`config.mk`:
```
export PLATFORM = sky130hd
export DESIGN_NAME = uart_tx_flat
export DESIGN_NICKNAME = d
export VERILOG_FILES = /design/src/rtl/uart_pkg.sv /design/src/rtl/uart_tx_if.sv /design/src/rtl/uart_tx_baud_gen.sv /design/src/rtl/uart_tx.sv /design/src/flat_wrapper.sv
export SDC_FILE = /design/constraint.sdc
export NUM_CORES = 1
export LEC_CHECK = 0
export BUFFER_PORTS_ARGS = -buffer_cell sky130_fd_sc_hd__buf_2
export CAP_MARGIN = 15
export CORE_AREA = 4 4 110 112
export CTS_BUF_LIST = sky130_fd_sc_hd__clkbuf_4
export CTS_CLUSTER_SIZE = 20
export DETAILED_ROUTE_END_ITERATION = 10
export DIE_AREA = 0 0 114 116
export GPL_TIMING_DRIVEN = 0
export PLACE_DENSITY = 0.76
export REMOVE_ABC_BUFFERS = 1
export SYNTH_ARGS = -nofsm -noshare
export SYNTH_HDL_FRONTEND = slang
export SYNTH_SLANG_ARGS = --single-unit
```
`constraint.sdc`:
```
create_clock -name clk -period 4 [get_ports clk]
set_input_delay 0.8 -clock clk [delete_from_list [all_inputs] [get_ports clk]]
set_output_delay 0.8 -clock clk [all_outputs]
set_load 0.02 [all_outputs]
```
`src/rtl/uart_pkg.sv`:
```
// uart_pkg: shared FSM state type, CONFIG_R bit positions and the UART data address.
package uart_pkg;
  typedef enum logic [2:0] {IDLE, START, DATA, PARITY, STOP} state_e;
  localparam int CFG_EN = 0;
  localparam int CFG_PAR_EN = 1;
  localparam int CFG_PAR_ODD = 2;
  localparam int CFG_STOP2 = 3;
  localparam logic [31:0] UART_DATA_ADDR = 32'h70;
endpackage

```
`src/rtl/uart_tx_if.sv`:
```
// uart_tx_if: pipeline-side register/strobe bundle and serial status of the UART transmitter.
interface uart_tx_if;
  logic new_data;
  logic [31:0] DATA_R, CONFIG_R, BAUD_DIV;
  logic tx, busy, tx_done, overrun;
  modport master (output new_data, DATA_R, CONFIG_R, BAUD_DIV, input tx, busy, tx_done, overrun);
  modport slave (input new_data, DATA_R, CONFIG_R, BAUD_DIV, output tx, busy, tx_done, overrun);
endinterface

```
`src/rtl/uart_tx_baud_gen.sv`:
```
// baud_gen: reloadable down-counter; bit_tick marks the last clock of each bit period.
module baud_gen #(
  parameter int CNT_W = 32
) (
  input  logic             clk,
  input  logic             reset,
  input  logic             restart,
  input  logic [CNT_W-1:0] div,
  output logic             bit_tick
);
  logic [CNT_W-1:0] cnt_q, cnt_d;
  assign bit_tick = cnt_q == '0;
  always_comb cnt_d = (restart || bit_tick) ? div - CNT_W'(1) : cnt_q - CNT_W'(1);
  always_ff @(posedge clk) cnt_q <= reset ? '0 : cnt_d;
endmodule

```
`src/rtl/uart_tx.sv`:
```
// uart_tx: 8N1/8E1/8O1/8N2 serial transmitter with a one-entry holding buffer and sticky overrun.
module uart_tx
  import uart_pkg::*;
#(
  parameter int CNT_W = 32,
  parameter int DATA_BITS = 8
) (
  input logic      clk,
  input logic      reset,
  uart_tx_if.slave bus
);
  localparam int BW = $clog2(DATA_BITS);
  localparam logic [BW-1:0] LAST = BW'(DATA_BITS - 1);
  state_e state_q;
  logic tx_q, buf_v_q, ovr_q, par_en_q, par_q, stop2_q, stop_q;
  logic [DATA_BITS-1:0] sh_q, buf_q, in_byte, nxt_byte;
  logic [BW-1:0] bit_q;
  logic [CNT_W-1:0] div_q, eff_div;
  logic acc, tick, frame_end, start, unused_bits;
  assign in_byte = bus.DATA_R[DATA_BITS-1:0];
  assign unused_bits = ^{bus.DATA_R[31:DATA_BITS], bus.CONFIG_R[31:4]};
  assign acc = bus.new_data & bus.CONFIG_R[CFG_EN];
  assign eff_div = bus.BAUD_DIV[CNT_W-1:0] == '0 ? CNT_W'(1) : bus.BAUD_DIV[CNT_W-1:0];
  assign frame_end = state_q == STOP && tick && (!stop2_q || stop_q);
  // the buffered byte always wins a start slot; a fresh byte then takes its place
  assign start = (acc || buf_v_q) && (state_q == IDLE || frame_end);
  assign nxt_byte = buf_v_q ? buf_q : in_byte;
  assign bus.tx = tx_q;
  assign bus.busy = state_q != IDLE || buf_v_q;
  assign bus.tx_done = frame_end;
  assign bus.overrun = ovr_q;
  baud_gen #(.CNT_W(CNT_W)) u_baud (
    .clk,
    .reset,
    .restart (start),
    .div     (start ? eff_div : div_q),
    .bit_tick(tick)
  );
  always_ff @(posedge clk) begin
    if (reset) begin
      state_q <= IDLE;
      tx_q <= 1'b1;
      buf_v_q <= 1'b0;
      buf_q <= '0;
      ovr_q <= 1'b0;
      sh_q <= '0;
      bit_q <= '0;
      div_q <= '0;
      par_en_q <= 1'b0;
      par_q <= 1'b0;
      stop2_q <= 1'b0;
      stop_q <= 1'b0;
    end else begin
      buf_v_q <= start ? acc && buf_v_q : buf_v_q || acc;
      if (acc && start == buf_v_q) buf_q <= in_byte;
      if (acc && !start && buf_v_q) ovr_q <= 1'b1;
      if (start) begin
        state_q <= START;
        tx_q <= 1'b0;
        sh_q <= nxt_byte;
        div_q <= eff_div;
        par_en_q <= bus.CONFIG_R[CFG_PAR_EN];
        par_q <= ^nxt_byte ^ bus.CONFIG_R[CFG_PAR_ODD];
        stop2_q <= bus.CONFIG_R[CFG_STOP2];
      end else if (tick) begin
        case (state_q)
          START: begin
            state_q <= DATA;
            tx_q <= sh_q[0];
            sh_q <= sh_q >> 1;
            bit_q <= '0;
          end
          DATA: if (bit_q == LAST) begin
            state_q <= par_en_q ? PARITY : STOP;
            tx_q <= par_en_q ? par_q : 1'b1;
            stop_q <= 1'b0;
          end else begin
            tx_q <= sh_q[0];
            sh_q <= sh_q >> 1;
            bit_q <= bit_q + BW'(1);
          end
          PARITY: begin
            state_q <= STOP;
            tx_q <= 1'b1;
            stop_q <= 1'b0;
          end
          STOP: if (frame_end) begin
            state_q <= IDLE;
            tx_q <= 1'b1;
          end else stop_q <= 1'b1;
          default: ;
        endcase
      end
    end
  end
endmodule

```
`src/flat_wrapper.sv`:
```
// flat-port wrapper written by rule: the top's interface ports become plain ports
module uart_tx_flat import uart_pkg::*;
#(
  parameter int CNT_W = 32,
  parameter int DATA_BITS = 8
)
  (clk, reset, bus_new_data, bus_DATA_R, bus_CONFIG_R, bus_BAUD_DIV, bus_tx, bus_busy, bus_tx_done, bus_overrun);
  uart_tx_if bus_i ();
  input logic clk;
  input logic reset;
  input wire logic [$bits(bus_i.new_data)-1:0] bus_new_data;
  input wire logic [$bits(bus_i.DATA_R)-1:0] bus_DATA_R;
  input wire logic [$bits(bus_i.CONFIG_R)-1:0] bus_CONFIG_R;
  input wire logic [$bits(bus_i.BAUD_DIV)-1:0] bus_BAUD_DIV;
  output wire logic [$bits(bus_i.tx)-1:0] bus_tx;
  output wire logic [$bits(bus_i.busy)-1:0] bus_busy;
  output wire logic [$bits(bus_i.tx_done)-1:0] bus_tx_done;
  output wire logic [$bits(bus_i.overrun)-1:0] bus_overrun;
  assign bus_i.new_data = bus_new_data;
  assign bus_i.DATA_R = bus_DATA_R;
  assign bus_i.CONFIG_R = bus_CONFIG_R;
  assign bus_i.BAUD_DIV = bus_BAUD_DIV;
  assign bus_tx = bus_i.tx;
  assign bus_busy = bus_i.busy;
  assign bus_tx_done = bus_i.tx_done;
  assign bus_overrun = bus_i.overrun;
  uart_tx #(.CNT_W(CNT_W), .DATA_BITS(DATA_BITS)) u_core (.clk(clk), .reset(reset), .bus(bus_i));
endmodule
```
## Yosys cells after proc, flatten, opt, wreduce, memory -nomap -nowiden

Index checks and enable logic that the tools add are counted.

- Flip-flop bits (word level): 93
- Output and inout port bits: 4
- Word-level logic and storage cells: 91

- Add/sub/neg operators: 3
- Equal/unequal tests: 13
- Mux-type cells: 26
- Bitwise operators: 3
- Reduce and logical (&&, ||, !) cells: 32

Operators with widths:

| kind | count |
|---|---|
| $mux 32 | 3 |
| $logic_not 32->1 | 2 |
| $sub 32x1->32 const B | 2 |
| $mux 8 | 4 |
| $pmux 8 s2 | 1 |
| $mux 3 | 4 |
| $pmux 3 s4 | 1 |
| $reduce_and 4->1 | 3 |
| $mux 1 | 10 |
| $reduce_bool 3->1 | 3 |
| $reduce_xor 8->1 | 1 |
| $logic_and 1x1->1 | 7 |
| $eq 3x2->1 const B | 2 |
| $eq 3x3->1 const B | 2 |
| $ne 3x1->1 const B | 2 |
| $pmux 3 s2 | 1 |
| $reduce_and 3->1 | 2 |
| $logic_or 1x1->1 | 5 |
| $reduce_and 5->1 | 1 |
| $reduce_bool 5->1 | 1 |
| $ne 2x1->1 const B | 2 |
| $ne 2x2->1 const B | 2 |
| $pmux 1 s4 | 1 |
| $reduce_bool 2->1 | 2 |
| 12 further kinds | 13 |

## Longest topological paths before layout

- Word-level depth: 8
- Depth in mapped cells: 15

## Cells and area by module

A second synthesis with hierarchy kept.

- Cells, all modules: 597
- Area, all modules: 5418.9 um^2

Modules (own cells, without submodules):

| module | instances | cells an instance | area each (um^2) |
|---|---|---|---|
| uart_tx | 1 | 304 | 3025.4 |
| baud_gen | 1 | 293 | 2393.5 |

## Least setup slack after synthesis

No wires, ideal clock.

- Path kind: input -> register
- Start point: input port bus_new_data
- End point: register u_core.u_baud.cnt_q[28]
- Library setup time: 0.070 ns
- Arrival: 3.595 ns
- Data required time: 3.930 ns
- Path slack: 0.335 ns
- Cell stages on the path: 13
- Buffers on the path: 2
- Cell sequence: a21oi_1 nor3_1 clkbuf_1 clkbuf_1 o32a_1 o22ai_1 or2_2 ha_1 inv_1 nor4_4 nand2_1 or4_1 a21oi_1

- Longest elaborated chain between the ends: 6
- Elaborated cells between the ends (all ways): 7

Ends and longest elaborated chain:

| what | RTL line | source |
|---|---|---|
| start, declared | flat_wrapper.sv:11 | `input wire logic [$bits(bus_i.new_data)-1:0] bus_new_data;` |
| $and 1x1->1 (*) | uart_tx.sv:22 | `assign acc = bus.new_data & bus.CONFIG_R[CFG_EN];` |
| $logic_or 1x1->1 (*) | uart_tx.sv:26 | `assign start = (acc \|\| buf_v_q) && (state_q == IDLE \|\| frame_end);` |
| $logic_and 1x1->1 (*) | uart_tx.sv:26 |  |
| $mux 32 | uart_tx.sv:36 | `.div (start ? eff_div : div_q),` |
| $sub 32x1->32 | uart_tx_baud_gen.sv:13 | `always_comb cnt_d = (restart \|\| bit_tick) ? div - CNT_W'(1) : cnt_q - CNT_W'(1);` |
| $mux 32 (*) | uart_tx_baud_gen.sv:13 |  |
| end signal, assigned | uart_tx_baud_gen.sv:14 | `always_ff @(posedge clk) cnt_q <= reset ? '0 : cnt_d;` |
| end, declared | uart_tx_baud_gen.sv:11 | `logic [CNT_W-1:0] cnt_q, cnt_d;` |

Mark *: on every way between the ends. The rest lies on a longest branch, timed or not.
A chain may end at the register's enable or synchronous reset.

## Worst setup path in the final report

- Start point: register u_core.u_baud.cnt_q[9]
- End point: register u_core.u_baud.cnt_q[31]

- Longest elaborated chain between the ends: 8
- Elaborated cells between the ends (all ways): 10

Ends and longest elaborated chain:

| what | RTL line | source |
|---|---|---|
| $logic_not 32->1 | uart_tx_baud_gen.sv:12 | `assign bit_tick = cnt_q == '0;` |
| $logic_and 1x1->1 (2 in series) | uart_tx.sv:24 | `assign frame_end = state_q == STOP && tick && (!stop2_q \|\| stop_q);` |
| $logic_or 1x1->1 | uart_tx.sv:26 |  |
| $logic_and 1x1->1 | uart_tx.sv:26 |  |
| $mux 32 | uart_tx.sv:36 |  |
| $sub 32x1->32 | uart_tx_baud_gen.sv:13 |  |
| $mux 32 (*) | uart_tx_baud_gen.sv:13 |  |

Marked as above.

==> reports/metrics.yaml <==
core_mm2: 0.01122
drtIter0Drc: 343
yosys.cell_count.top_type: "nand2_1"
power_w: 0.002181
fin_nets: 764
power.density_mw_per_mm2: 392.6
syn_inst: 628
initial_core_util: 0.4416
ys_seq_elements: 93
cts_sinks: 93
period_share: 0.9633
slew-limit-headroom: 0.3603
wl_per_cell_um: 16.62
combPwrFrac: 0.290
internal_power_w: 0.001450
hp-class: "register to register"
gp_congestion: 0.8862
die_h_um: 116
reg2reg_depth: 9
status: "completed"
grt_overflow: 0
path_max_fanout: 27
dieArea_mm2: 0.01322
clkTransAtPathRegs_ns: 0.14
grt_pass1_wl_mm: 21.98
post-place-ws_ns: -1.481
clk_latency_ns: 0.46
avgSynthCellArea_um2: 7.892
rows: 39
yosys.area.top_type: "dfxtp_1"
cp_slowest_cell: "or4_4"
ios: 103
drt_pass1_iterations: 5
htreeDepth: 3
cp-start-kind: "register"
synthTopCellsByCount: "98 x nand2_1, 93 x dfxtp_1, 85 x nor2_1"
grt_max_degree: 91
setup_viol: 0
diodes: 0
p_sw_frac: 0.3349
critPathKind: "register to register"
critPathBufInv: 0
switching_power_w: 0.0007303
grt_usage: 0.2021
crit_family: "simple AND/OR/NAND/NOR gates"
cpMostUsedCell: "nor4_1"
rsz0062_at_grt: "false"
ant_nets: 0
p_leak_nw: 2.039
die_x_um: 114
cts-root-buf: "clkbuf_4"
clk_path_buf_depth: 2
p_clk_frac: 0.229
synth_edf_count: 0
worstPathCellList: "nor4_1 > nand2_1 > or4_4 > o21a_4 > o211ai_1 > and4_2 > nand4_2 > nor4_1 > mux2_1"
synth_top_area_frac: 0.3757
grt_antenna_before_repair: 0
power_frac_seq: 0.481
slew_violations: 0
dpl.hpwl_mm: 9.067
finalHoldViolCount: 0
synth.cell_area_mm2: 0.004956
fmax_ghz: 0.2595
drc_errors: 0
num_vias: 4847
final_util: 0.4949
worst_hold_slack_ns: 0.4598
port_buffers: 50
maxCapViolCount: 0
ys.warnings.count: 0
cp-end-kind: "register"
cts_buffers: 9
tightestPinTransition_ns: 0.9595
holdPathStages: 2
drive_gt1_frac: 0.1619
cp.arrival_ns: 4.20
via_per_inst: 5.984
max_stage_delay_ns: 0.72
ys_types: 69
drt-total-wl_mm: 13.47
layout_setup_ws_ns: 0.1469
ys_seq_area_frac: 0.3757
fillers: 1085
area.growth.synth_to_final_pct: 12.07
ys_top_cells_by_area: "dfxtp_1 38%, nand2_1 7.4%, nor2_1 6.4%, a21oi_1 6.0%, mux2i_1 3.8%"
async_flop_share: 0
required_ns: 4.35
fin_skew_ns: 0.02638
ys.flop_type: "dfxtp_1"
critical_path_cell_count: 9
peakVddDrop_v: 0.0002464
cts_tree: "yes"
min_period_ns: 3.853
grt_pass1_vias: 4649
## path summary, 6_finish.rpt
check	startpoint	end	slack (ns)
worst max-delay path	u_core.u_baud.cnt_q[9]	u_core.u_baud.cnt_q[31]	0.15
worst min register to register	u_core.div_q[24]	u_core.div_q[24]	0.46
worst min-delay path	u_core.div_q[24]	u_core.div_q[24]	0.46
worst max register to register	u_core.u_baud.cnt_q[9]	u_core.u_baud.cnt_q[31]	0.15
## sequential cells by signal, indices dropped and copies added, names as in the netlist, 3 cells and up
signal	flops
u_core.div_q	32
u_core.u_baud.cnt_q	32
u_core.buf_q	8
u_core.sh_q	8
u_core.bit_q	3
u_core.state_q	3
## worst min-delay path: cells and delay by family, from the launching register on
family	cells	cell delay, ns
compound gates	1	0.05
flops	1	0.33
simple gates	1	0.05
## power by group through the flow
stage | Combinational [W] | Sequential (W) | Clock (W)
2_1_floorplan | 0.000425 | 0.00105 | 0
6_report | 0.000631 | 0.00105 | 0.000500
5_1_grt | 0.000692 | 0.00106 | 0.000553
4_1_cts | 0.000599 | 0.00105 | 0.000513
3_3_place_gp | 0.000552 | 0.00106 | 0
3_5_place_dp | 0.000586 | 0.00107 | 0
## cells by family (layout without fill, tap and decap cells)
kind of cell | count (synthesis) | count (layout) | share of synthesized area
buffers and inverters | 50 | 87 | 0.04620
AOI/OAI and AO/OA | 143 | 144 | 0.1911
muxes | 23 | 23 | 0.04746
xor gates and xnor gates | 26 | 26 | 0.04595
adders and majority gates | 3 | 3 | 0.007575
DFF | 93 | 93 | 0.3757
and+or+nand+nor | 290 | 291 | 0.2860
## cell usage in the layout, fill, tap and decap left out, drive strengths merged, types with 8 or more instances in the layout
master,n
nand3,13
clkbuf,10
nand2,98
xnor2,20
nor4,24
nand4,9
mux2i,19
o22ai,17
o21ai,10
dfxtp,93
inv,8
nor2,85
a21oi,59
buf,63
or3,21
nor3,11
## repair_timing
item | CTS | global route
gates resized for setup | 7 | 4
hold buffers | 0 | 0
pin swaps | 1 | 5
cloned | 1 | 1
setup endpoints to repair | 27 | 4
setup buffers | 1 | 7
## final cells by class
| type | count | area (µm²) | share of cell area |
|---|---|---|---|
| clock buffer | 10 | 75.07 | 0.01352 |
| clock inverter | 6 | 53.80 | 0.009687 |
| inverter | 8 | 30.03 | 0.005407 |
| multi-input combinational | 487 | 2957 | 0.5323 |
| sequential | 93 | 1863 | 0.3354 |
| tap | 143 | 178.9 | 0.03221 |
| timing repair buffer | 63 | 396.6 | 0.07141 |
## metrics by stage
stage          setup TNS, ns  instances  area (µm²)
2_1_floorplan        -0.4383        586        4757
3_3_place_gp          -66.88        779        5186
3_5_place_dp          -25.89        784        5303
4_1_cts                    0        802        5469
5_1_grt                    0        810        5554
6_report                   0        810        5554
## metal layers
metal	wire [µm]	track usage	vias to the layer above
li1	-	-	2334
met1	5705	0.2518	2275
met2	6471	0.3388	200
met3	946	0.04282	38
met4	342	0.08709	0
met5	0	0	-
No activity file was read; power rests on OpenSTA's default activity.
